### src/rtl/adrf_reg_sequencer_if.sv
// Word handshake between the ADRF register sequencer (master) and the SPI serializer (slave).
interface adrf_reg_sequencer_if;
  logic [23:0] WORD_DATA;
  logic        WORD_VALID;
  logic [3:0]  WORD_IDX;
  logic        WORD_READY;
  logic        WORD_DONE;

  modport master (
    output WORD_DATA, WORD_VALID, WORD_IDX,
    input  WORD_READY, WORD_DONE
  );

  modport slave (
    input  WORD_DATA, WORD_VALID, WORD_IDX,
    output WORD_READY, WORD_DONE
  );
endinterface

### src/rtl/adrf_reg_sequencer.sv
// Walks a table of 24-bit ADRF register words and hands them one at a time to the SPI
// serializer once the clock manager is locked, with inter-word gap and completion timeout.
module adrf_reg_sequencer #(
  parameter int unsigned NUM_WORDS = 8,
  parameter logic [24*NUM_WORDS-1:0] TABLE = {24'h000001, 24'h010000, 24'h020F00, 24'h030102,
                                              24'h041234, 24'h058000, 24'h0600FF, 24'h07A5A5},
  parameter int unsigned LOCK_CYCLES    = 1024,
  parameter int unsigned GAP_CYCLES     = 16,
  parameter int unsigned TIMEOUT_CYCLES = 4096
) (
  input  logic                        GCLK,
  input  logic                        reset,
  input  logic                        CMT_LOCKED,
  input  logic                        SPI_EN,
  adrf_reg_sequencer_if.master        wif,
  output logic                        SEQ_BUSY,
  output logic                        SEQ_DONE,
  output logic                        SEQ_ERR
);

  localparam int unsigned LW = $clog2(LOCK_CYCLES + 1);
  localparam int unsigned TW = (TIMEOUT_CYCLES > 1) ? $clog2(TIMEOUT_CYCLES) : 1;
  localparam int unsigned GW = (GAP_CYCLES > 1) ? $clog2(GAP_CYCLES) : 1;
  localparam logic [LW-1:0] LOCK_MAX = LW'(LOCK_CYCLES);
  localparam logic [TW-1:0] TMO_LAST = TW'(TIMEOUT_CYCLES - 1);
  localparam logic [GW-1:0] GAP_LAST = GW'(GAP_CYCLES - 1);
  localparam logic [3:0]    IDX_LAST = 4'(NUM_WORDS - 1);

  localparam logic [2:0] S_IDLE      = 3'd0;
  localparam logic [2:0] S_LOCK_WAIT = 3'd1;
  localparam logic [2:0] S_LOAD      = 3'd2;
  localparam logic [2:0] S_HANDOFF   = 3'd3;
  localparam logic [2:0] S_WAIT_DONE = 3'd4;
  localparam logic [2:0] S_GAP       = 3'd5;
  localparam logic [2:0] S_FINISH    = 3'd6;
  localparam logic [2:0] S_ERROR     = 3'd7;

  logic [23:0] table_w [16];

  for (genvar g = 0; g < 16; g++) begin : g_table
    if (g < NUM_WORDS) begin : g_used
      assign table_w[g] = TABLE[24*(NUM_WORDS-g)-1 -: 24];
    end else begin : g_unused
      assign table_w[g] = '0;
    end
  end

  logic          lock_meta_q, lock_s_q;
  logic          spi_en_q, spi_primed_q;
  logic [2:0]    state_q, state_d;
  logic [3:0]    idx_q, idx_d;
  logic [LW-1:0] lock_cnt_q, lock_cnt_d;
  logic [TW-1:0] tmo_q, tmo_d;
  logic [GW-1:0] gap_q, gap_d;
  logic [23:0]   data_q, data_d;
  logic [3:0]    widx_q, widx_d;
  logic          valid_q, valid_d;
  logic          busy_q, busy_d;
  logic          done_q, done_d;
  logic          err_q, err_d;
  logic          spi_rise;

  // An SPI_EN level already high when reset releases is not treated as a new request.
  assign spi_rise = SPI_EN & ~spi_en_q & spi_primed_q;

  always_comb begin
    state_d    = state_q;
    idx_d      = idx_q;
    lock_cnt_d = lock_cnt_q;
    tmo_d      = tmo_q;
    gap_d      = gap_q;
    data_d     = data_q;
    widx_d     = widx_q;
    valid_d    = valid_q;
    busy_d     = busy_q;
    done_d     = done_q;
    err_d      = err_q;
    case (state_q)
      S_IDLE: begin
        if (spi_rise) begin
          state_d    = S_LOCK_WAIT;
          lock_cnt_d = '0;
          idx_d      = '0;
          busy_d     = 1'b1;
          done_d     = 1'b0;
          err_d      = 1'b0;
        end
      end
      S_LOCK_WAIT: begin
        if (!lock_s_q) begin
          lock_cnt_d = '0;
        end else if (lock_cnt_q == LOCK_MAX) begin
          state_d    = S_LOAD;
          idx_d      = '0;
          lock_cnt_d = '0;
        end else begin
          lock_cnt_d = lock_cnt_q + 1'b1;
        end
      end
      S_LOAD: begin
        data_d  = table_w[idx_q];
        widx_d  = idx_q;
        valid_d = 1'b1;
        state_d = S_HANDOFF;
      end
      S_HANDOFF: begin
        if (valid_q && wif.WORD_READY) begin
          valid_d = 1'b0;
          tmo_d   = '0;
          state_d = S_WAIT_DONE;
        end
      end
      S_WAIT_DONE: begin
        // Error flags are raised on the transition so SEQ_ERR lands exactly TIMEOUT_CYCLES after accept.
        if (wif.WORD_DONE) begin
          gap_d   = '0;
          state_d = S_GAP;
        end else if (tmo_q == TMO_LAST) begin
          err_d   = 1'b1;
          busy_d  = 1'b0;
          valid_d = 1'b0;
          state_d = S_ERROR;
        end else begin
          tmo_d = tmo_q + 1'b1;
        end
      end
      S_GAP: begin
        if (gap_q == GAP_LAST) begin
          gap_d = '0;
          if (idx_q == IDX_LAST) begin
            state_d = S_FINISH;
          end else begin
            idx_d   = idx_q + 4'd1;
            state_d = S_LOAD;
          end
        end else begin
          gap_d = gap_q + 1'b1;
        end
      end
      S_FINISH: begin
        done_d  = 1'b1;
        busy_d  = 1'b0;
        state_d = S_IDLE;
      end
      S_ERROR: begin
        err_d   = 1'b1;
        busy_d  = 1'b0;
        valid_d = 1'b0;
        state_d = S_IDLE;
      end
      default: state_d = S_IDLE;
    endcase
    if (!lock_s_q && (state_q inside {S_LOAD, S_HANDOFF, S_WAIT_DONE, S_GAP})) begin
      valid_d    = 1'b0;
      idx_d      = '0;
      lock_cnt_d = '0;
      state_d    = S_LOCK_WAIT;
    end
  end

  always_ff @(posedge GCLK) begin
    if (reset) begin
      lock_meta_q  <= 1'b0;
      lock_s_q     <= 1'b0;
      spi_en_q     <= 1'b0;
      spi_primed_q <= 1'b0;
      state_q      <= S_IDLE;
      idx_q        <= '0;
      lock_cnt_q   <= '0;
      tmo_q        <= '0;
      gap_q        <= '0;
      data_q       <= '0;
      widx_q       <= '0;
      valid_q      <= 1'b0;
      busy_q       <= 1'b0;
      done_q       <= 1'b0;
      err_q        <= 1'b0;
    end else begin
      lock_meta_q  <= CMT_LOCKED;
      lock_s_q     <= lock_meta_q;
      spi_en_q     <= SPI_EN;
      spi_primed_q <= 1'b1;
      state_q      <= state_d;
      idx_q        <= idx_d;
      lock_cnt_q   <= lock_cnt_d;
      tmo_q        <= tmo_d;
      gap_q        <= gap_d;
      data_q       <= data_d;
      widx_q       <= widx_d;
      valid_q      <= valid_d;
      busy_q       <= busy_d;
      done_q       <= done_d;
      err_q        <= err_d;
    end
  end

  assign wif.WORD_DATA  = data_q;
  assign wif.WORD_VALID = valid_q;
  assign wif.WORD_IDX   = widx_q;
  assign SEQ_BUSY       = busy_q;
  assign SEQ_DONE       = done_q;
  assign SEQ_ERR        = err_q;

endmodule

### src/flat_wrapper.sv
// flat-port wrapper written by rule: the top's interface ports become plain ports
module adrf_reg_sequencer_flat 
#(
  parameter int unsigned NUM_WORDS = 8,
  parameter logic [24*NUM_WORDS-1:0] TABLE = {24'h000001, 24'h010000, 24'h020F00, 24'h030102,
                                              24'h041234, 24'h058000, 24'h0600FF, 24'h07A5A5},
  parameter int unsigned LOCK_CYCLES    = 1024,
  parameter int unsigned GAP_CYCLES     = 16,
  parameter int unsigned TIMEOUT_CYCLES = 4096
)
  (GCLK, reset, CMT_LOCKED, SPI_EN, SEQ_BUSY, SEQ_DONE, SEQ_ERR, wif_WORD_DATA, wif_WORD_VALID, wif_WORD_IDX, wif_WORD_READY, wif_WORD_DONE);
  adrf_reg_sequencer_if wif_i ();
  input  logic GCLK;
  input  logic reset;
  input  logic CMT_LOCKED;
  input  logic SPI_EN;
  output logic SEQ_BUSY;
  output logic SEQ_DONE;
  output logic SEQ_ERR;
  output wire logic [$bits(wif_i.WORD_DATA)-1:0] wif_WORD_DATA;
  output wire logic [$bits(wif_i.WORD_VALID)-1:0] wif_WORD_VALID;
  output wire logic [$bits(wif_i.WORD_IDX)-1:0] wif_WORD_IDX;
  input wire logic [$bits(wif_i.WORD_READY)-1:0] wif_WORD_READY;
  input wire logic [$bits(wif_i.WORD_DONE)-1:0] wif_WORD_DONE;
  assign wif_WORD_DATA = wif_i.WORD_DATA;
  assign wif_WORD_VALID = wif_i.WORD_VALID;
  assign wif_WORD_IDX = wif_i.WORD_IDX;
  assign wif_i.WORD_READY = wif_WORD_READY;
  assign wif_i.WORD_DONE = wif_WORD_DONE;
  adrf_reg_sequencer #(.NUM_WORDS(NUM_WORDS), .TABLE(TABLE), .LOCK_CYCLES(LOCK_CYCLES), .GAP_CYCLES(GAP_CYCLES), .TIMEOUT_CYCLES(TIMEOUT_CYCLES)) u_core (.GCLK(GCLK), .reset(reset), .CMT_LOCKED(CMT_LOCKED), .SPI_EN(SPI_EN), .wif(wif_i), .SEQ_BUSY(SEQ_BUSY), .SEQ_DONE(SEQ_DONE), .SEQ_ERR(SEQ_ERR));
endmodule
### config.mk
export PLATFORM = sky130hd
export DESIGN_NAME = adrf_reg_sequencer_flat
export DESIGN_NICKNAME = d
export VERILOG_FILES = /design/src/rtl/adrf_reg_sequencer_if.sv /design/src/rtl/adrf_reg_sequencer.sv /design/src/flat_wrapper.sv
export SDC_FILE = /design/constraint.sdc
export NUM_CORES = 1
export LEC_CHECK = 0
export ABC_AREA = 1
export CORE_UTILIZATION = 37
export DETAILED_ROUTE_END_ITERATION = 8
export PLACE_DENSITY_LB_ADDON = 0.05
export SLEW_MARGIN = 40
export SYNTH_ARGS = -nofsm -noshare
export SYNTH_HDL_FRONTEND = slang
export SYNTH_SLANG_ARGS = --single-unit
### constraint.sdc
create_clock -name GCLK -period 2 [get_ports GCLK]
set_input_delay 0.4 -clock GCLK [delete_from_list [all_inputs] [get_ports GCLK]]
set_output_delay 0.4 -clock GCLK [all_outputs]
set_load 0.02 [all_outputs]
=== Yosys cells after proc, flatten, opt, wreduce, memory -nomap -nowiden ===
Memory sizes are Yosys's and may differ from the RTL's. A register that Yosys moved wholly into a read port is not among the register bits.
Cells that the tools add are included.

* Register bits: 46
* Bits in read-only memories: 384
* Input bits: 6
* Output and inout bits: 32
* Logic and storage cells: 116
* Memories kept: 1

* $add $sub $neg: 4
* Equality and inequality tests: 28
* Multiplexer cells: 39
* Bitwise logic cells: 4
* Reductions and logical operators: 25

{| class="wikitable"
|+ Memories
! name !! words !! width !! read ports !! clocked after memory_dff !! wr ports !! line !! text
|-
| (no name shown) || 16 || 24 || 1 || 1 || 0 || adrf_reg_sequencer.sv:101 || <nowiki>data_d = table_w[idx_q];</nowiki>
|}

{| class="wikitable"
|+ Operators with widths
! kind !! number
|-
| 12-bit two-way mux || 3
|-
| 11-bit two-way mux || 3
|-
| 4-bit two-way mux || 7
|-
| 3-bit two-way mux || 8
|-
| 12-bit case mux with 2 select lines || 1
|-
| 11-bit case mux with 2 select lines || 1
|-
| 3-bit case mux with 7 select lines || 1
|-
| 6-bit AND reduction || 3
|-
| 4-bit AND reduction || 4
|-
| 12-bit by 1-bit adder with 12-bit output, second input constant || 1
|-
| 12-bit == test, second input constant || 1
|-
| 3-bit == test, second input constant || 4
|-
| 2-bit by 1-bit inequality test with 1-bit output, second input constant || 6
|-
| 4-bit case mux with 3 select lines || 1
|-
| 11-bit by 1-bit adder with 11-bit output, second input constant || 1
|-
| 11-bit == test, second input constant || 1
|-
| 1-bit two-way mux || 9
|-
| 3-bit by 1-bit inequality test with 1-bit output, second input constant || 3
|-
| 3-bit by 2-bit inequality test with 1-bit output, second input constant || 3
|-
| 3-bit nonzero test || 3
|-
| 4-bit by 1-bit adder with 4-bit output, second input constant || 2
|-
| 2-bit inequality test, second input constant || 4
|-
| 4-bit case mux with 2 select lines || 1
|-
| 2-bit nonzero test || 4
|-
| other kinds (17) || 25
|}

=== Longest topological paths before layout ===
Gate-level depths: netlist (run 1).

* Depth after elaboration: 6
* Gate-level depth with buffers: 12
* Depth with buffers taken out: 12

=== Worst setup path after synthesis (run 1) ===
Ideal clock, no wire load.

* Path type: register to register
* Start: register u_core.tmo_q[0]
* End: register u_core.tmo_q[2]
* Setup time: 70 ps
* Arrival time: 1452 ps
* Data required time: 1930 ps
* Slack: 477 ps
* Stages on the path, launching flop included: 11
* Buffers on the path: 1
* Period minus slack after synthesis: 1523 ps
* Cell sequence: dfxtp_1 ha_1 nand3_1 inv_2 nand3_4 nor2_4 nor2_2 nand2_2 buf_6 nand2_1 a21oi_1

* Cells in the longest elaborated chain, start to end: 4
* Elaborated cells on any way between the ends: 7
* Classes of those cells: 1 x add/sub; 2 x eq/ne; 3 x mux; 1 x reduce/logical

{| class="wikitable"
|+ Ends and longest elaborated chain
! element !! line !! text
|-
| start: declaration || adrf_reg_sequencer.sv:53 || <nowiki>logic [TW-1:0] tmo_q, tmo_d;</nowiki>
|-
| start signal: assignment || adrf_reg_sequencer.sv:186 || <nowiki>tmo_q <= tmo_d;</nowiki>
|-
| 12-bit by 1-bit adder with 12-bit output || adrf_reg_sequencer.sv:124 || <nowiki>tmo_d = tmo_q + 1'b1;</nowiki>
|-
| 12-bit two-way mux || adrf_reg_sequencer.sv:118 || <nowiki>end else if (tmo_q == TMO_LAST) begin</nowiki>
|-
| 12-bit two-way mux || adrf_reg_sequencer.sv:115 || <nowiki>if (wif.WORD_DONE) begin</nowiki>
|-
| 12-bit case mux with 2 select lines || adrf_reg_sequencer.sv:78 || <nowiki>case (state_q)</nowiki>
|}

Parallel ways exist; a longest one is shown, timed or not. The select of a mux whose other input is x is not followed.
A chain may end at the register's enable or synchronous reset.

=== Worst setup path in the final report (run 1) ===
* Start: register u_core.tmo_q[1]
* End: register u_core.tmo_q[7]

Same word-level chain as after synthesis.

==> metrics.md, run 1 <==
| Metric | Value |
|---|---|
| CP Capture Type | `register` |
| Count of final setup violators | `0` |
| Post-Syn Instances | `470` |
| Clock sinks | `between 60 and 70` |
| Diodes inserted | `0` |
| Post-CTS Setup Inserts | `0` |
| # fillers | `918` |
| Crit-path leading delay family | `simple AND/OR/NAND/NOR gates` |
| CP Launch Type | `register` |
| CTS Buf Count | `9` |
| Post-synth EDFFs | `0` |
| Final setup skew | `0.0114 ns` |
| Share of layout cells above drive strength 1 | `12.3%` |
| Worst Path Arrival | `2.07 ns` |
| Hold Crit Class | `reg2reg` |
| Nets | `about 520` |
| Final Hold Vio Count | `0` |
| WL per Instance | `roughly 13 um` |
| Sequential fraction of the synthesis area | `between 30% and 40%` |
| Synth warnings | `0` |
| IO buf count | `31` |
| Clk root buf | `clkbuf_8` |
| CTS tree | `done` |
| CP Data Required Time | `2.28 ns` |
| Final GP Congestion | `0.827` |
| Post-synth ARST share | `0%` |
| Switch share | `40.0%` |
| Combinational power share | `35.2%` |
| MaxCap Viol Count | `0` |
| DRT iter0 DRCs | `between 100 and 150` |
| Synth Register Bits | `62` |
| Pin count of the biggest net entering global routing | `38` |
| Post-cts hold buffer count | `0` |
| Global-route wire length before repair | `between 10000 and 15000 um` |
| Cell variety after synth | `between 40 and 50` |
| Via Count | `3011` |
| Boundary pin count | `38` |
| HPWL Detailed | `5760 um` |
| Antenna viol nets, final | `0` |
| H-tree levels | `3` |
| Layout Cells excl Fill | `approximately 620` |
| Area of the mapped netlist | `3320 um2` |
| Area Growth Syn to Fin | `17.5%` |
| CP Cell Sequence | `ha_1 -> nand3_1 -> inv_2 -> nand3_4 -> nor2_4 -> nor2_2 -> nand2_2 -> nand2_1 -> a21oi_1` |
| Int Pwr | `2.23 mW` |
| Multi-input gate area | `~1800 um2` |
| CTS clk-pin slew, worst paths | `0.08 ns` |
| Slowest cell on crit path | `dfxtp_1` |
| Clk Latency, worst-skew pair | `roughly 0.34 ns` |
| FP Rows | `34` |
| Final WL | `8020 um` |
| Initial DRT Pass Iterations | `5` |
| Core area | `about 8700 um2` |
| GR Util All Layers | `between 15 and 20%` |
| Longest Clk Path Bufs | `2` |
| Sequential group share of total power | `~39%` |
| Register area | `between 1000 and 1500 um2` |
| Starting density of the core | `between 30% and 40%` |
| DRC errors left | `0` |
| Max FO, Critical Path | `12` |
| CP Buf/Inv Count | `1` |
| Die ar. | `9350 um2` |
| Status | `finished, final reports clean` |
| Antenna violations before repair | `0` |
| Worst vdd ir | `~0.45 mV` |
| Post-Syn Area per Cell | `7.06 um2` |
| Post-route clock period utilization | `89.4%` |
| Min cycle time layout | `1.79 ns` |
| Post-synth top flop | `dfxtp_1` |
| Max-slew violations | `0` |
| Sw power | `1.49 mW` |
| Cts repair resizes | `0` |
| LEAKAGE | `1.48 nW` |
| Grt ovf | `0` |
| Placed cells | `between 600 and 700` |
| Fin Setup TNS | `0 ns` |
| Pwr Density | `about 950 nW/um2` |
| Setup CP Type | `reg2reg` |
| Vias per cell | `roughly 4.9` |
| Unrepaired setup endpoints after global routing | `false` |
| Share of power burned in the clock network | `26.3%` |
| FMAX | `559 MHz` |
| Crit-path max cell delay | `0.39 ns` |
| Vias in the first global route | `between 2000 and 3000` |
| Die Width | `96.7 um` |
| Vert. Die Dim | `96.7 um` |
[sequential cells by signal, summed over array words and instances, names as in the netlist, 3 cells and up]
| register | flops |
|---|---|
| u_core.gap_q | 4 |
| u_core.idx_q | 4 |
| u_core.lock_cnt_q | 11 |
| u_core.state_q | 3 |
| u_core.tmo_q | 12 |
| u_core.wif.WORD_DATA | 16 |
| u_core.wif.WORD_IDX | 4 |
[synth_stat cells, types with 6 or more instances]
cell type | n | share of area, %
buf_4 | 9 | 2.0
nand2_2 | 8 | 1.5
nand4_1 | 13 | 2.5
inv_1 | 35 | 4.0
nor2_2 | 6 | 1.1
xor2_1 | 7 | 1.8
a21oi_1 | 44 | 6.6
inv_2 | 8 | 0.90
dfxtp_1 | 62 | 37
o21ai_0 | 11 | 1.7
nand2_1 | 117 | 13
ha_1 | 9 | 3.4
nand3_1 | 28 | 4.2
nor2_1 | 58 | 6.6
[worst min-delay path: cells and delay by family (launching register included)]
kind	cells	cell delay, ns
AND/OR/NAND/NOR	1	0.04
flip-flops	1	0.31
buffers and inverters	1	0.04
[logic make-up (layout without fill, tap and decap cells)]
logic type,Yosys count,in the layout,synth area share [%]
compound gates,80,80,14.1
simple gates,245,245,33.7
other cells,1,6,0.113
xor+xnor,10,10,2.64
fa+ha+maj,9,9,3.39
buf+inv,63,99,8.71
flops,62,62,37.4
[through the flow]
stage	hold slack [ns]	instance area (um2)	util (%)	worst slack [ns]	total power, mW
2_1_floorplan	0.388	3340	-	0.477	2.40
3_3_place_gp	0.395	3730	42.7	0.139	2.78
3_5_place_dp	0.408	3730	42.7	0.113	2.77
4_1_cts	0.419	3900	44.7	0.219	3.77
5_1_grt	0.466	3900	44.7	0.0170	3.99
6_report	0.424	3900	44.7	0.212	3.72
[cells in the final DEF (no fill, tap or decap), types with 11 or more instances in the layout]
master / n
a21oi_1: 44
clkdlybuf4s50_1: 31
o21ai_0: 11
nand3_1: 28
dfxtp_1: 62
nand2_1: 117
inv_1: 35
nand4_1: 13
nor2_1: 58
[cell type report]
type | instances | area share [%]
multi-input cells | 350 | 46.4
flip-flops and latches | 62 | 31.8
repair buffers | 37 | 9.43
inverters | 46 | 4.49
well taps | 108 | 3.46
clock buffers | 9 | 3.18
clock inverters | 7 | 1.25
[power groups by stage]
stage / Combinational, mW / Sequential, mW / Clock (mW)
3_3_place_gp: 1.31 / 1.46 / 0
2_1_floorplan: 0.887 / 1.51 / 0
5_1_grt: 1.46 / 1.45 / 1.08
4_1_cts: 1.32 / 1.43 / 1.02
3_5_place_dp: 1.31 / 1.46 / 0
6_report: 1.31 / 1.43 / 0.980
[routing by layer]
layer,vias up,share of wire (%),wire [um],track usage (%)
met2,60,43,3420,27.1
met1,1360,52,4170,25.5
met4,0,0.36,29,4.48
met5,-,0,0,0
met3,2,4.9,390,4.41
li1,1589,-,-,-
[path summary, 6_finish.rpt]
check | from | to | cells after the start | slack (ns)
hold / removal | u_core.lock_meta_q | u_core.lock_s_q | 2 | 0.42
setup / recovery | u_core.tmo_q[1] | u_core.tmo_q[7] | 9 | 0.21
hold reg to reg | u_core.lock_meta_q | u_core.lock_s_q | 2 | 0.42
setup reg to reg | u_core.tmo_q[1] | u_core.tmo_q[7] | 9 | 0.21
Note: power is estimated with default switching activity, not from simulation.
==> run 2: changes to the inputs <==
--- a/config.mk
+++ b/config.mk
@@ -9,7 +9,6 @@
 export CORE_UTILIZATION = 37
 export DETAILED_ROUTE_END_ITERATION = 8
 export PLACE_DENSITY_LB_ADDON = 0.05
-export SLEW_MARGIN = 40
 export SYNTH_ARGS = -nofsm -noshare
 export SYNTH_HDL_FRONTEND = slang
 export SYNTH_SLANG_ARGS = --single-unit
==> constraint.sdc (replaced) <==
create_clock -name GCLK -period 2.1 [get_ports GCLK]
set_input_delay 0.42 -clock GCLK [delete_from_list [all_inputs] [get_ports GCLK]]
set_output_delay 0.42 -clock GCLK [all_outputs]
set_load 0.02 [all_outputs]
==> run 2 against run 1 <==
Against the previous run:
- worst setup slack better by 0.079 ns
- utilization about the same
- critical path type unchanged
- global-route usage grew 0.85 points
- non-clock buffer count down 2
- largest cell class unchanged
- register-to-register slack improved by 0.08 ns
==> metrics.md, run 2 (synthesis gave the netlist of run 1 again) <==
| Metric | Value |
|---|---|
| DRT iter0 DRCs | `156` |
| Post-CTS Setup Inserts | `0` |
| Post-route clock period utilization | `86.2%` |
| Setup CP Type | `reg2reg` |
| Die Width | `roughly 97 um` |
| Pwr Density | `about 940 nW/um2` |
| WL per Instance | `13.2 um` |
| Vias in the first global route | `roughly 3000` |
| Final hold slack | `roughly 0.41 ns` |
| Hold Crit Class | `reg2reg` |
| Dpl cell area | `3700 um2` |
| Commonest non-fill, non-tap cell in the layout | `nand2_1` |
| Int Pwr | `2.24 mW` |
| Final WL | `8130 um` |
| Area Growth Syn to Fin | `17.5%` |
| Cts repair resizes | `0` |
| FMAX | `553 MHz` |
| Min cycle time layout | `1.81 ns` |
| Die ar. | `between 9000 and 10000 um2` |
| FP Rows | `34` |
| CTS Buf Count | `9` |
| Pin count of the biggest net entering global routing | `38` |
| Sequential group share of total power | `37.2%` |
| Design Area, Final | `about 3900 um2` |
| MaxCap Viol Count | `0` |
| Final setup skew | `about 0.011 ns` |
| Final Hold Vio Count | `0` |
| Count of final setup violators | `0` |
| Slowest cell on crit path | `dfxtp_1` |
| Fin Setup TNS | `0 ns` |
| Clk Latency, worst-skew pair | `0.34 ns` |
| CTS clk-pin slew, worst paths | `around 0.08 ns` |
| Nets | `519` |
| Post-cts hold buffer count | `0` |
| Share of power burned in the clock network | `29.0%` |
| Clock sinks | `62` |
| Global-route wire length before repair | `14300 um` |
| Commonest cells after routing, fill and taps aside | `nand2_1, dfxtp_1, nor2_1` |
| Boundary pin count | `38` |
| Final GP Congestion | `0.831` |
| R2R Setup Slk | `approximately 0.29 ns` |
| HPWL Detailed | `5820 um` |
| Via Count | `3035` |
| Initial DRT Pass Iterations | `4` |
| Max FO, Critical Path | `12` |
| Worst Path Arrival | `2.07 ns` |
| Vias per cell | `4.92` |
| Combinational power share | `33.8%` |
| IO buf count | `31` |
| Starting density of the core | `around two fifths` |
| CP Data Required Time | `2.36 ns` |
| Switch share | `39.0%` |
| Unrepaired setup endpoints after global routing | `false` |
| Diodes inserted | `0` |
| Grt ovf | `0` |
| Antenna viol nets, final | `0` |
| Longest Clk Path Bufs | `2` |
| Clk root buf | `clkbuf_8` |
| Max FFs per register | `16` |
| DRC errors left | `0` |
| CP Cell Sequence | `ha_1 -> nand3_1 -> inv_2 -> nand3_4 -> nor2_4 -> nor2_2 -> nand2_2 -> nand2_1 -> a21oi_1` |
| Max-slew violations | `0` |
| GR Util All Layers | `18.8%` |
| Vert. Die Dim | `between 90 and 100 um` |
| Share of layout cells above drive strength 1 | `between 10% and 20%` |
| Antenna violations before repair | `0` |
| Status | `finished, final reports clean` |
| H-tree levels | `3` |
| Worst vdd ir | `0.539 mV` |
| Crit-path max cell delay | `0.38 ns` |
| Core area | `8720 um2` |
| LEAKAGE | `1.47 nW` |
| CP Capture Type | `register` |
| CTS tree | `done` |
| CP Launch Type | `register` |
| Sw power | `1.43 mW` |
==> run 2: through the flow <==
| step | power (mW) | std cells | util [%] | worst slack (ns) |
|---|---|---|---|---|
| floorplan | 2.29 | 475 | - | 0.577 |
| global placement | 2.63 | 601 | 42.4 | 0.179 |
| detailed placement | 2.63 | 601 | 42.4 | 0.138 |
| CTS | 3.72 | 617 | 44.7 | 0.280 |
| global route | 3.92 | 617 | 44.7 | 0.0643 |
| finish | 3.67 | 617 | 44.7 | 0.290 |
==> run 2: worst max-delay path: cells and delay by family, from the launching register on <==
kind	cells	cell delay, ns
compound gates	1	0.15
fa+ha+maj	1	0.27
buf+inv	1	0.12
flops	1	0.38
simple gates	6	0.81
==> run 2: worst paths after layout <==
kind                                    startpoint               to  cells after the start
worst min-delay path            u_core.lock_meta_q  u_core.lock_s_q                      2
worst min register to register  u_core.lock_meta_q  u_core.lock_s_q                      2
worst max-delay path               u_core.tmo_q[0]  u_core.tmo_q[6]                      9
worst max register to register     u_core.tmo_q[0]  u_core.tmo_q[6]                      9
==> run 2: layout make-up <==
type,instances,area (um2)
Fill cell,908,4820
Inverter,46,175
Tap cell,108,135
Clock buffer,10,128
Timing Repair Buffer,35,340
Sequential cell,62,1240
Multi-Input combinational cell,350,1810
Clock inverter,6,71.3
==> run 2: routing by layer <==
layer	routed length (um)	share of wire, %	track usage, %	up-vias
met2	3550	44	29.1	72
met5	0	0	0	-
met3	433	5.3	4.99	5
li1	-	-	-	1588
met1	4080	50	25.9	1370
met4	68	0.84	4.71	0
==> run 2: power groups by stage <==
stage               sequential [mW]  clock, mW  combinational (mW)
detailed placement             1.39          0                1.24
finish                         1.37       1.06                1.24
floorplan                      1.44          0               0.845
global route                   1.38       1.16                1.38
CTS                            1.37       1.10                1.25
global placement               1.39          0                1.24
==> run 3: changes to the inputs <==
--- a/config.mk
+++ b/config.mk
@@ -6,9 +6,11 @@
 export NUM_CORES = 1
 export LEC_CHECK = 0
 export ABC_AREA = 1
+export CAP_MARGIN = 40
 export CORE_UTILIZATION = 37
 export DETAILED_ROUTE_END_ITERATION = 8
 export PLACE_DENSITY_LB_ADDON = 0.05
+export SKIP_LAST_GASP = 1
 export SYNTH_ARGS = -nofsm -noshare
 export SYNTH_HDL_FRONTEND = slang
 export SYNTH_SLANG_ARGS = --single-unit
==> results of run 3 <==
The final DEF is identical to that of run 2; final timing and power are the same.
